### src/rtl/telemetry_packetizer.sv
// telemetry_packetizer
// Periodically snapshots sensor levels, position words and an overrun flag,
// then streams an 11-byte frame on a byte-wide valid/ready interface:
//   SYNC_HI, SYNC_LO, seq, flags, x_hi, x_lo, y_hi, y_lo, z_hi, z_lo, check
// Build option: define TLM_CRC8_EN to make the check byte a CRC-8
// (poly 0x07, init 0x00, MSB-first, no reflection, no final XOR) over
// bytes 2..9; otherwise it is the 8-bit modular sum of bytes 2..9.
module telemetry_packetizer #(
  parameter int unsigned PERIOD  = 1000,
  parameter logic [7:0]  SYNC_HI = 8'hEB,
  parameter logic [7:0]  SYNC_LO = 8'h90
) (
  input  logic        clk,
  input  logic        reset,
  input  logic        enable,
  input  logic        temp_sensor,
  input  logic        press_sensor,
  input  logic        current_sensor,
  input  logic [15:0] pos_x,
  input  logic [15:0] pos_y,
  input  logic [15:0] pos_z,
  output logic [7:0]  m_data,
  output logic        m_valid,
  input  logic        m_ready,
  output logic        m_last,
  output logic        busy,
  output logic [7:0]  overrun_cnt
);

  localparam int unsigned    CNT_W    = (PERIOD > 1) ? $clog2(PERIOD) : 1;
  localparam logic [CNT_W-1:0] CNT_MAX = CNT_W'(PERIOD - 1);
  localparam logic [3:0]     LAST_IDX = 4'd10;

  typedef enum logic {
    S_IDLE,
    S_SEND
  } state_e;

  // One check-byte accumulation step for a single frame byte.
  function automatic logic [7:0] chk_step(input logic [7:0] acc, input logic [7:0] b);
`ifdef TLM_CRC8_EN
    logic [7:0] c;
    c = acc ^ b;
    for (int i = 0; i < 8; i++) begin
      c = c[7] ? ({c[6:0], 1'b0} ^ 8'h07) : {c[6:0], 1'b0};
    end
    return c;
`else
    return acc + b;
`endif
  endfunction

  // Frame byte for indices 0..9; the check byte is handled separately.
  function automatic logic [7:0] frame_byte(
    input logic [3:0]  idx,
    input logic [7:0]  seq,
    input logic [7:0]  flags,
    input logic [15:0] x,
    input logic [15:0] y,
    input logic [15:0] z
  );
    logic [7:0] b;
    case (idx)
      4'd0:    b = SYNC_HI;
      4'd1:    b = SYNC_LO;
      4'd2:    b = seq;
      4'd3:    b = flags;
      4'd4:    b = x[15:8];
      4'd5:    b = x[7:0];
      4'd6:    b = y[15:8];
      4'd7:    b = y[7:0];
      4'd8:    b = z[15:8];
      4'd9:    b = z[7:0];
      default: b = 8'h00;
    endcase
    return b;
  endfunction

  state_e           state_q, state_d;
  logic [CNT_W-1:0] cnt_q, cnt_d;
  logic [3:0]       idx_q, idx_d;
  logic [7:0]       seq_q, seq_d;
  logic             ovf_q, ovf_d;
  logic [7:0]       ovr_q, ovr_d;
  logic [7:0]       chk_q, chk_d;
  logic [7:0]       m_data_q, m_data_d;
  logic             m_valid_q, m_valid_d;
  logic             m_last_q, m_last_d;
  logic [7:0]       snap_flags_q, snap_flags_d;
  logic [15:0]      snap_x_q, snap_x_d;
  logic [15:0]      snap_y_q, snap_y_d;
  logic [15:0]      snap_z_q, snap_z_d;

  logic             trigger;
  logic             accept;
  logic [3:0]       nxt_idx;
  logic [7:0]       chk_upd;

  // Free-running period counter; held at zero while disabled.
  always_comb begin
    // NOTE: every combinational output gets a default first, so no path can infer a latch.
    cnt_d   = '0;
    trigger = 1'b0;
    if (enable) begin
      trigger = (cnt_q == CNT_MAX);
      cnt_d   = trigger ? '0 : cnt_q + CNT_W'(1);
    end
  end

  // Frame FSM: snapshot on trigger, present one byte per accepted transfer.
  always_comb begin
    state_d      = state_q;
    idx_d        = idx_q;
    seq_d        = seq_q;
    ovf_d        = ovf_q;
    ovr_d        = ovr_q;
    chk_d        = chk_q;
    m_data_d     = m_data_q;
    m_valid_d    = m_valid_q;
    m_last_d     = m_last_q;
    snap_flags_d = snap_flags_q;
    snap_x_d     = snap_x_q;
    snap_y_d     = snap_y_q;
    snap_z_d     = snap_z_q;
    accept       = m_valid_q && m_ready;
    nxt_idx      = idx_q + 4'd1;
    chk_upd      = (idx_q >= 4'd2 && idx_q <= 4'd9) ? chk_step(chk_q, m_data_q) : chk_q;

    case (state_q)
      S_IDLE: begin
        if (trigger) begin
          snap_flags_d = {ovf_q, 4'b0000, current_sensor, press_sensor, temp_sensor};
          snap_x_d     = pos_x;
          snap_y_d     = pos_y;
          snap_z_d     = pos_z;
          ovf_d        = 1'b0;
          idx_d        = 4'd0;
          chk_d        = 8'h00;
          m_data_d     = SYNC_HI;
          m_valid_d    = 1'b1;
          m_last_d     = 1'b0;
          state_d      = S_SEND;
        end
      end
      S_SEND: begin
        // A trigger while busy, including on the final-byte edge, is dropped.
        if (trigger) begin
          ovf_d = 1'b1;
          if (ovr_q != 8'hFF) ovr_d = ovr_q + 8'd1;
        end
        if (accept) begin
          chk_d = chk_upd;
          if (idx_q == LAST_IDX) begin
            m_valid_d = 1'b0;
            m_last_d  = 1'b0;
            seq_d     = seq_q + 8'd1;
            state_d   = S_IDLE;
          end else begin
            idx_d    = nxt_idx;
            m_last_d = (nxt_idx == LAST_IDX);
            m_data_d = (nxt_idx == LAST_IDX) ? chk_upd
                     : frame_byte(nxt_idx, seq_q, snap_flags_q, snap_x_q, snap_y_q, snap_z_q);
          end
        end
      end
      default: state_d = S_IDLE;
    endcase
  end

  // Control and output registers with synchronous reset.
  always_ff @(posedge clk) begin
    // NOTE: sequential state is written with non-blocking assignments only.
    if (reset) begin
      state_q   <= S_IDLE;
      cnt_q     <= '0;
      idx_q     <= 4'd0;
      seq_q     <= 8'h00;
      ovf_q     <= 1'b0;
      ovr_q     <= 8'h00;
      chk_q     <= 8'h00;
      m_data_q  <= 8'h00;
      m_valid_q <= 1'b0;
      m_last_q  <= 1'b0;
    end else begin
      state_q   <= state_d;
      cnt_q     <= cnt_d;
      idx_q     <= idx_d;
      seq_q     <= seq_d;
      ovf_q     <= ovf_d;
      ovr_q     <= ovr_d;
      chk_q     <= chk_d;
      m_data_q  <= m_data_d;
      m_valid_q <= m_valid_d;
      m_last_q  <= m_last_d;
    end
  end

  // Snapshot payload registers.
  always_ff @(posedge clk) begin
    // NOTE: payload registers carry no reset; they are always loaded before being presented.
    snap_flags_q <= snap_flags_d;
    snap_x_q     <= snap_x_d;
    snap_y_q     <= snap_y_d;
    snap_z_q     <= snap_z_d;
  end

  assign m_data      = m_data_q;
  assign m_valid     = m_valid_q;
  assign m_last      = m_last_q;
  assign busy        = (state_q == S_SEND);
  assign overrun_cnt = ovr_q;

endmodule
### config.mk
export PLATFORM = sky130hd
export DESIGN_NAME = telemetry_packetizer
export DESIGN_NICKNAME = d
export VERILOG_FILES = /design/src/rtl/telemetry_packetizer.sv
export SDC_FILE = /design/constraint.sdc
export NUM_CORES = 1
export LEC_CHECK = 0
export CAP_MARGIN = 20
export CORE_MARGIN = 1.5
export CORE_UTILIZATION = 33
export DETAILED_ROUTE_END_ITERATION = 16
export PLACE_DENSITY = 0.64
export SLEW_MARGIN = 15
export SYNTH_ARGS = -nofsm -noshare
export SYNTH_HDL_FRONTEND = slang
export SYNTH_SLANG_ARGS = --single-unit
### constraint.sdc
create_clock -name clk -period 7.5 [get_ports clk]
set_input_delay 2.25 -clock clk [delete_from_list [all_inputs] [get_ports clk]]
set_output_delay 2.25 -clock clk [all_outputs]
set_load 0.02 [all_outputs]
==> flow_metrics.tcl, run 1 <==
set metrics [dict create \
    syn_avg_cell_area_um2 10.9 \
    ys_warn_count 0 \
    finalSetupViolCount 0 \
    cp_top_family "simple AND/OR/NAND/NOR gates" \
    worst-setup-path-type "in -> reg" \
    skew_ps 13.3 \
    worst_hold_path_type "reg -> reg" \
    die_y_um 123 \
    dieArea_um2 15100 \
    critPathSlowestCell "clkdlybuf4s50_1" \
    clkSinkCount 102 \
    grt_pass1_wl_mm 17.9 \
    max-cap-violations 0 \
    critPathBufInv 1 \
    dp_hpwl_mm 7.84 \
    ctsHtreeMaxLevel 3 \
    synth_xor_area_share_pct 5.00 \
    setup_tns_ps 0 \
    synth_edf_count 52 \
    cp_cell_sequence "clkdlybuf4s50_1 -> nand3_1 -> nor2_1 -> and4_1 -> nand3_1 -> xor2_1 -> nor2_1" \
    wire_per_inst_um 15.7 \
    fp.dieW_um 123 \
    p_per_area_nw_per_um2 183 \
    first_global_vias 3519 \
    synth_top_flop_cell "edfxtp_1" \
    ioPinCount 74 \
    place.gp.congestion 0.857 \
    antenna_left 0 \
    dr.pass1.iters 4 \
    drive_gt1_share_pct 7.45 \
    synth_top_family_by_area "compound AO/OA/AOI/OAI gates" \
    syn_area_um2 4730 \
    drv_slew 0 \
    postCtsSetupRepairBufs 0 \
    numPortBuffers 73 \
    syn-num-nets 508 \
    ys_seq_elements 102 \
    cts_resized 0 \
    cts.hold.buffers_added 0 \
    hold_violations 0 \
    clk_latency_ps 350 \
    synth_mux_area_share_pct 1.11 \
    post_drt_via_cell_ratio 5.17 \
    ir_worst_vdd_mv 0.0913 \
    nets 578 \
    insertedDiodeCount 0 \
    max_freq_ghz 0.258 \
    design.core.area_um2 13900 \
    drc 0 \
    overflow 0 \
    slew_headroom_pct 42.1 \
    end_kind "flip-flop" \
    cts_tree "yes" \
    power.leakage_nw 2.12 \
    area_growth_syn_to_layout_pct 25.2 \
    clk_pin_slew_ps 80 \
    ys_async_sr_fraction_pct 0 \
    outcome "finished clean" \
    synth_cell_type_count 62 \
    rsz0062_at_grt "no" \
    fin_crit_sh_pct 51.8 \
    grt_usage_pct 15.3 \
    drtIter0Drc 235 \
    startpoint_type "input pin" \
    start_util_pct 33.9 \
    cts_buffer_depth 2 \
    yosys.area_share.adder_pct 4.92 \
    cp.required_ps 7730 \
    worst_slew_pin_slew_ps 869 \
    period_needed_ps 3880 \
    final_util_pct 42.5 \
    synthCells 435 \
    max_stage_delay_ps 500 \
    crit_fanout 7 \
    cp.arrival_ps 4110 \
    fp-row-count 43 \
    numCtsBuffers 9 \
    grt_max_degree 53 \
    antenna_found_initial 0 \
    synth_compound_area_share_pct 17.7 \
    route.vias.total 3565 \
    yosys.area_share.simple_pct 13.9 \
    ys_seq_area_share_pct 54.2 \
    cts-root-buf "clkbuf_16" \
    postRouteWirelength_mm 10.9 \
]
-- worst register-to-register path: stages, from the launching register on --
cell and delay, ps:
dfxtp_1 430, inv_1 150, ha_1 740, o21bai_4 110, a21o_4 280, or4_4 540
nand2_2 100, a21oi_2 70, a311oi_2 230
-- layout by cell type, fill, tap and decap left out, types with 3 or more instances in the layout --
cell type,count
nor2_1,56
edfxtp_1,52
nand4_1,12
a21oi_1,20
nand3_1,15
ha_1,17
a211oi_1,6
a22o_1,9
a22oi_1,9
dfxtp_1,50
a221oi_1,11
o22ai_1,15
and3_1,7
clkbuf_16,9
inv_1,21
mux2i_1,3
o21ai_0,13
nand3b_1,3
clkdlybuf4s50_1,73
xnor2_1,11
o21ai_1,5
a311oi_2,3
xor2_1,16
nand2_1,17
-- synthesized netlist by cell type (3+ instances only) --
master	count	area, µm²
nand4_1	12	75.1
nand3b_1	3	22.5
and3_1	8	50.1
nand3_1	15	75.1
xnor2_1	11	96.3
a22o_1	9	78.8
xor2_1	16	140
a221oi_1	11	96.3
nor2_1	56	210
o21ai_1	5	25.0
a211oi_1	6	45.0
dfxtp_1	50	1000
edfxtp_1	52	1560
clkbuf_1	11	41.3
a21oi_1	20	100
a22oi_1	9	67.6
mux2i_1	3	30.0
nand2_1	17	63.8
a311oi_2	3	45.0
inv_1	21	78.8
o21ai_0	13	65.1
ha_1	17	213
o22ai_1	15	93.8
-- state kept, by name (all words and copies together), names as in the netlist, 4 cells and up --
| name | count |
|---|---|
| snap_x_q | 16 |
| idx_q | 4 |
| cnt_q | 10 |
| snap_y_q | 16 |
| m_data | 8 |
| seq_q | 8 |
| overrun_cnt | 8 |
| snap_z_q | 16 |
| snap_flags_q | 4 |
| chk_q | 8 |
-- cell type report --
| class | instances | area [µm²] |
|---|---|---|
| Timing Repair Buffer | 74 | 738 |
| Fill cell | 1335 | 8010 |
| Tap cell | 180 | 225 |
| Multi-Input combinational cell | 297 | 2020 |
| Clock inverter | 7 | 72.6 |
| Sequential cell | 102 | 2560 |
| Clock buffer | 9 | 225 |
| Inverter | 21 | 78.8 |
-- through the flow --
stage          area (µm²)  hold slack [ps]  setup WS [ps]  std cells  power [W]
2_1_floorplan        4730              409           3550        435   0.000603
3_3_place_gp         5620              433           3340        674   0.000634
3_5_place_dp         5620              430           3240        674   0.000634
4_1_cts              5920              465           3610        690    0.00109
5_1_grt              5920              501           3380        690    0.00112
6_report             5920              460           3620        690    0.00108
-- layer usage --
layer  global-route usage (%)  routed length (µm)
met4                     4.36                 114
met3                     3.62                 733
met2                     22.6                4750
met5                        0                   0
met1                     22.4                5270
-- worst paths after layout --
path,start,endpoint,slack (ps),cells after the start
max,m_ready,seq_q[7],3620,7
min,ovf_q,snap_flags_q[7],460,0
min reg2reg,ovf_q,snap_flags_q[7],460,0
max reg2reg,idx_q[1],chk_q[7],4770,8
-- kinds of logic (layout without fill, tap and decap cells) --
family / count (synthesis) / after routing
mux: 5 / 5
flops: 102 / 102
compound gates: 115 / 115
simple gates: 132 / 132
fa+ha+maj: 18 / 18
xor+xnor: 27 / 27
buf+inv: 36 / 111
-- power breakdown --
part | internal, W | switching, W
Combinational | 0.0000256 | 0.0000104
Sequential | 0.000585 | 0.000000474
Clock | 0.000236 | 0.000226
Total | 0.000846 | 0.000237
Note: power is estimated with default switching activity, not from simulation.
==> inputs of run 2 (changes only) <==
- clock period: 7.5 -> 3.7 ns (I/O delays scaled with it)
==> run 2 against run 1 <==
  * Flip-flop and latch count unchanged
  * Worst hold slack worse by 0.98 ps
  * First-iteration DRC count up 6.4%
  * Cell count up 0.29%
  * Sequential power up 100%
  * Clock power up 110%
  * Routed wire length up 0.81%
  * Non-clock buffer count up 2
  * Critical path depth up 1
  * Design area up 0.53%
  * Sequential share of layout area down 0.23 points
  * Clock skew down 4.0 ps
  * Largest cell class unchanged
==> flow_metrics.tcl, run 2 (synthesis results as in run 1) <==
set metrics [dict create \
    outcome "finished clean" \
    postCtsSetupRepairBufs 0 \
    place.gp.congestion 0.823 \
    ioPinCount 74 \
    cp.arrival_ps 3040 \
    clk_pin_slew_ps 70 \
    wire_per_inst_um 15.8 \
    nets 580 \
    crit_fanout 20 \
    m1WireLength_mm 5.27 \
    ctsHtreeMaxLevel 3 \
    power.leakage_nw 2.13 \
    grt_pass1_wl_mm 18.1 \
    cp.required_ps 3950 \
    drv_slew 0 \
    cts_buffer_depth 2 \
    rrSetupSlack_ps 910 \
    finalSetupViolCount 0 \
    highest_layer "met4" \
    area_growth_syn_to_layout_pct 25.9 \
    top_regs "snap_x_q (16), snap_y_q (16), snap_z_q (16)" \
    cts-root-buf "clkbuf_16" \
    slew_headroom_pct 40.5 \
    antenna_found_initial 0 \
    startpoint_type "flip-flop" \
    end_kind "flip-flop" \
    dp_hpwl_mm 7.97 \
    drc 0 \
    cts_resized 0 \
    postRouteWirelength_mm 11.0 \
    grt_usage_pct 15.4 \
    die_y_um 123 \
    start_util_pct 33.9 \
    design.core.area_um2 13900 \
    setup_tns_ps 0 \
    grt_max_degree 41 \
    worst_slew_pin_slew_ps 893 \
    fp.dieW_um 123 \
    worst-setup-path-type "reg -> reg" \
    clkSinkCount 102 \
    period_needed_ps 2790 \
    rsz0062_at_grt "no" \
    first_global_vias 3659 \
    cts_tree "yes" \
    numCtsBuffers 9 \
    final_util_pct 42.7 \
    drtIter0Drc 250 \
    post_drt_via_cell_ratio 5.27 \
    clk_latency_ps 340 \
    numPortBuffers 73 \
    wl_met2_mm 4.81 \
    dr_wl_met3_um 743 \
    fp-row-count 43 \
    ir_worst_vdd_mv 0.221 \
    max-cap-violations 0 \
    mostFrequentLayoutCells "clkdlybuf4s50_1 (73), nor2_1 (56), edfxtp_1 (52), dfxtp_1 (50), inv_1 (21)" \
    p_per_area_nw_per_um2 374 \
    dieArea_um2 15100 \
    hold_violations 0 \
    route.vias.total 3647 \
    worst_hold_path_type "reg -> reg" \
    max_freq_ghz 0.359 \
    fin_crit_sh_pct 75.3 \
    drive_gt1_share_pct 7.62 \
    final_common_cell "clkdlybuf4s50_1" \
    antenna_left 0 \
    overflow 0 \
    n_fill_cell 1295 \
    skew_ps 9.29 \
    cts.hold.buffers_added 0 \
    dr.pass1.iters 5 \
    insertedDiodeCount 0 \
]
-- run 2: through the flow --
step | power, W | hold WS, ps | worst slack, ps | area [µm²] | cells
finish | 0.00222 | 459 | 915 | 5960 | 692
global placement | 0.00128 | 425 | 826 | 5650 | 676
CTS | 0.00225 | 455 | 901 | 5960 | 692
detailed placement | 0.00128 | 425 | 723 | 5650 | 676
floorplan | 0.00122 | 409 | 891 | 4730 | 435
global route | 0.00230 | 479 | 730 | 5960 | 692
-- run 2: critical path, stage by stage, from the launching register on --
cell and delay [ps]:
dfxtp_1 430, inv_1 160, ha_1 750, o21bai_4 100, a21o_4 270, or4_4 540
nand2_2 100, nand2_1 80, a311oi_2 250
-- run 2: final cells by class --
type                    count  area, µm²  share of cell area (%)
clock inverters             7       80.1                    1.34
flip-flops and latches    102       2560                    43.0
well taps                 180        225                    3.78
clock buffers               9        225                    3.78
inverters                  21       78.8                    1.32
repair buffers             76        766                    12.9
multi-input cells         297       2020                    33.9
-- run 2: where the power goes --
part | total, W | internal (W) | switching, W | leakage, nW
logic | 0.0000717 | 0.0000517 | 0.0000200 | 1.12
clock network | 0.000967 | 0.000534 | 0.000432 | 0.150
registers | 0.00119 | 0.00119 | 0.00000111 | 0.868
-- run 2: path summary, 6_finish.rpt --
check | start | depth (start not counted) | endpoint
worst min register to register | ovf_q | 0 | snap_flags_q[7]
worst max-delay path | idx_q[1] | 8 | m_data[7]
worst max register to register | idx_q[1] | 8 | m_data[7]
worst min-delay path | ovf_q | 0 | snap_flags_q[7]
-- run 2: layer usage --
| metal | up-vias | track usage, % |
|---|---|---|
| met1 | 1723 | 21.1 |
| met3 | 11 | 3.86 |
| li1 | 1777 | - |
| met4 | 0 | 4.29 |
| met2 | 136 | 24.1 |
| met5 | - | 0 |
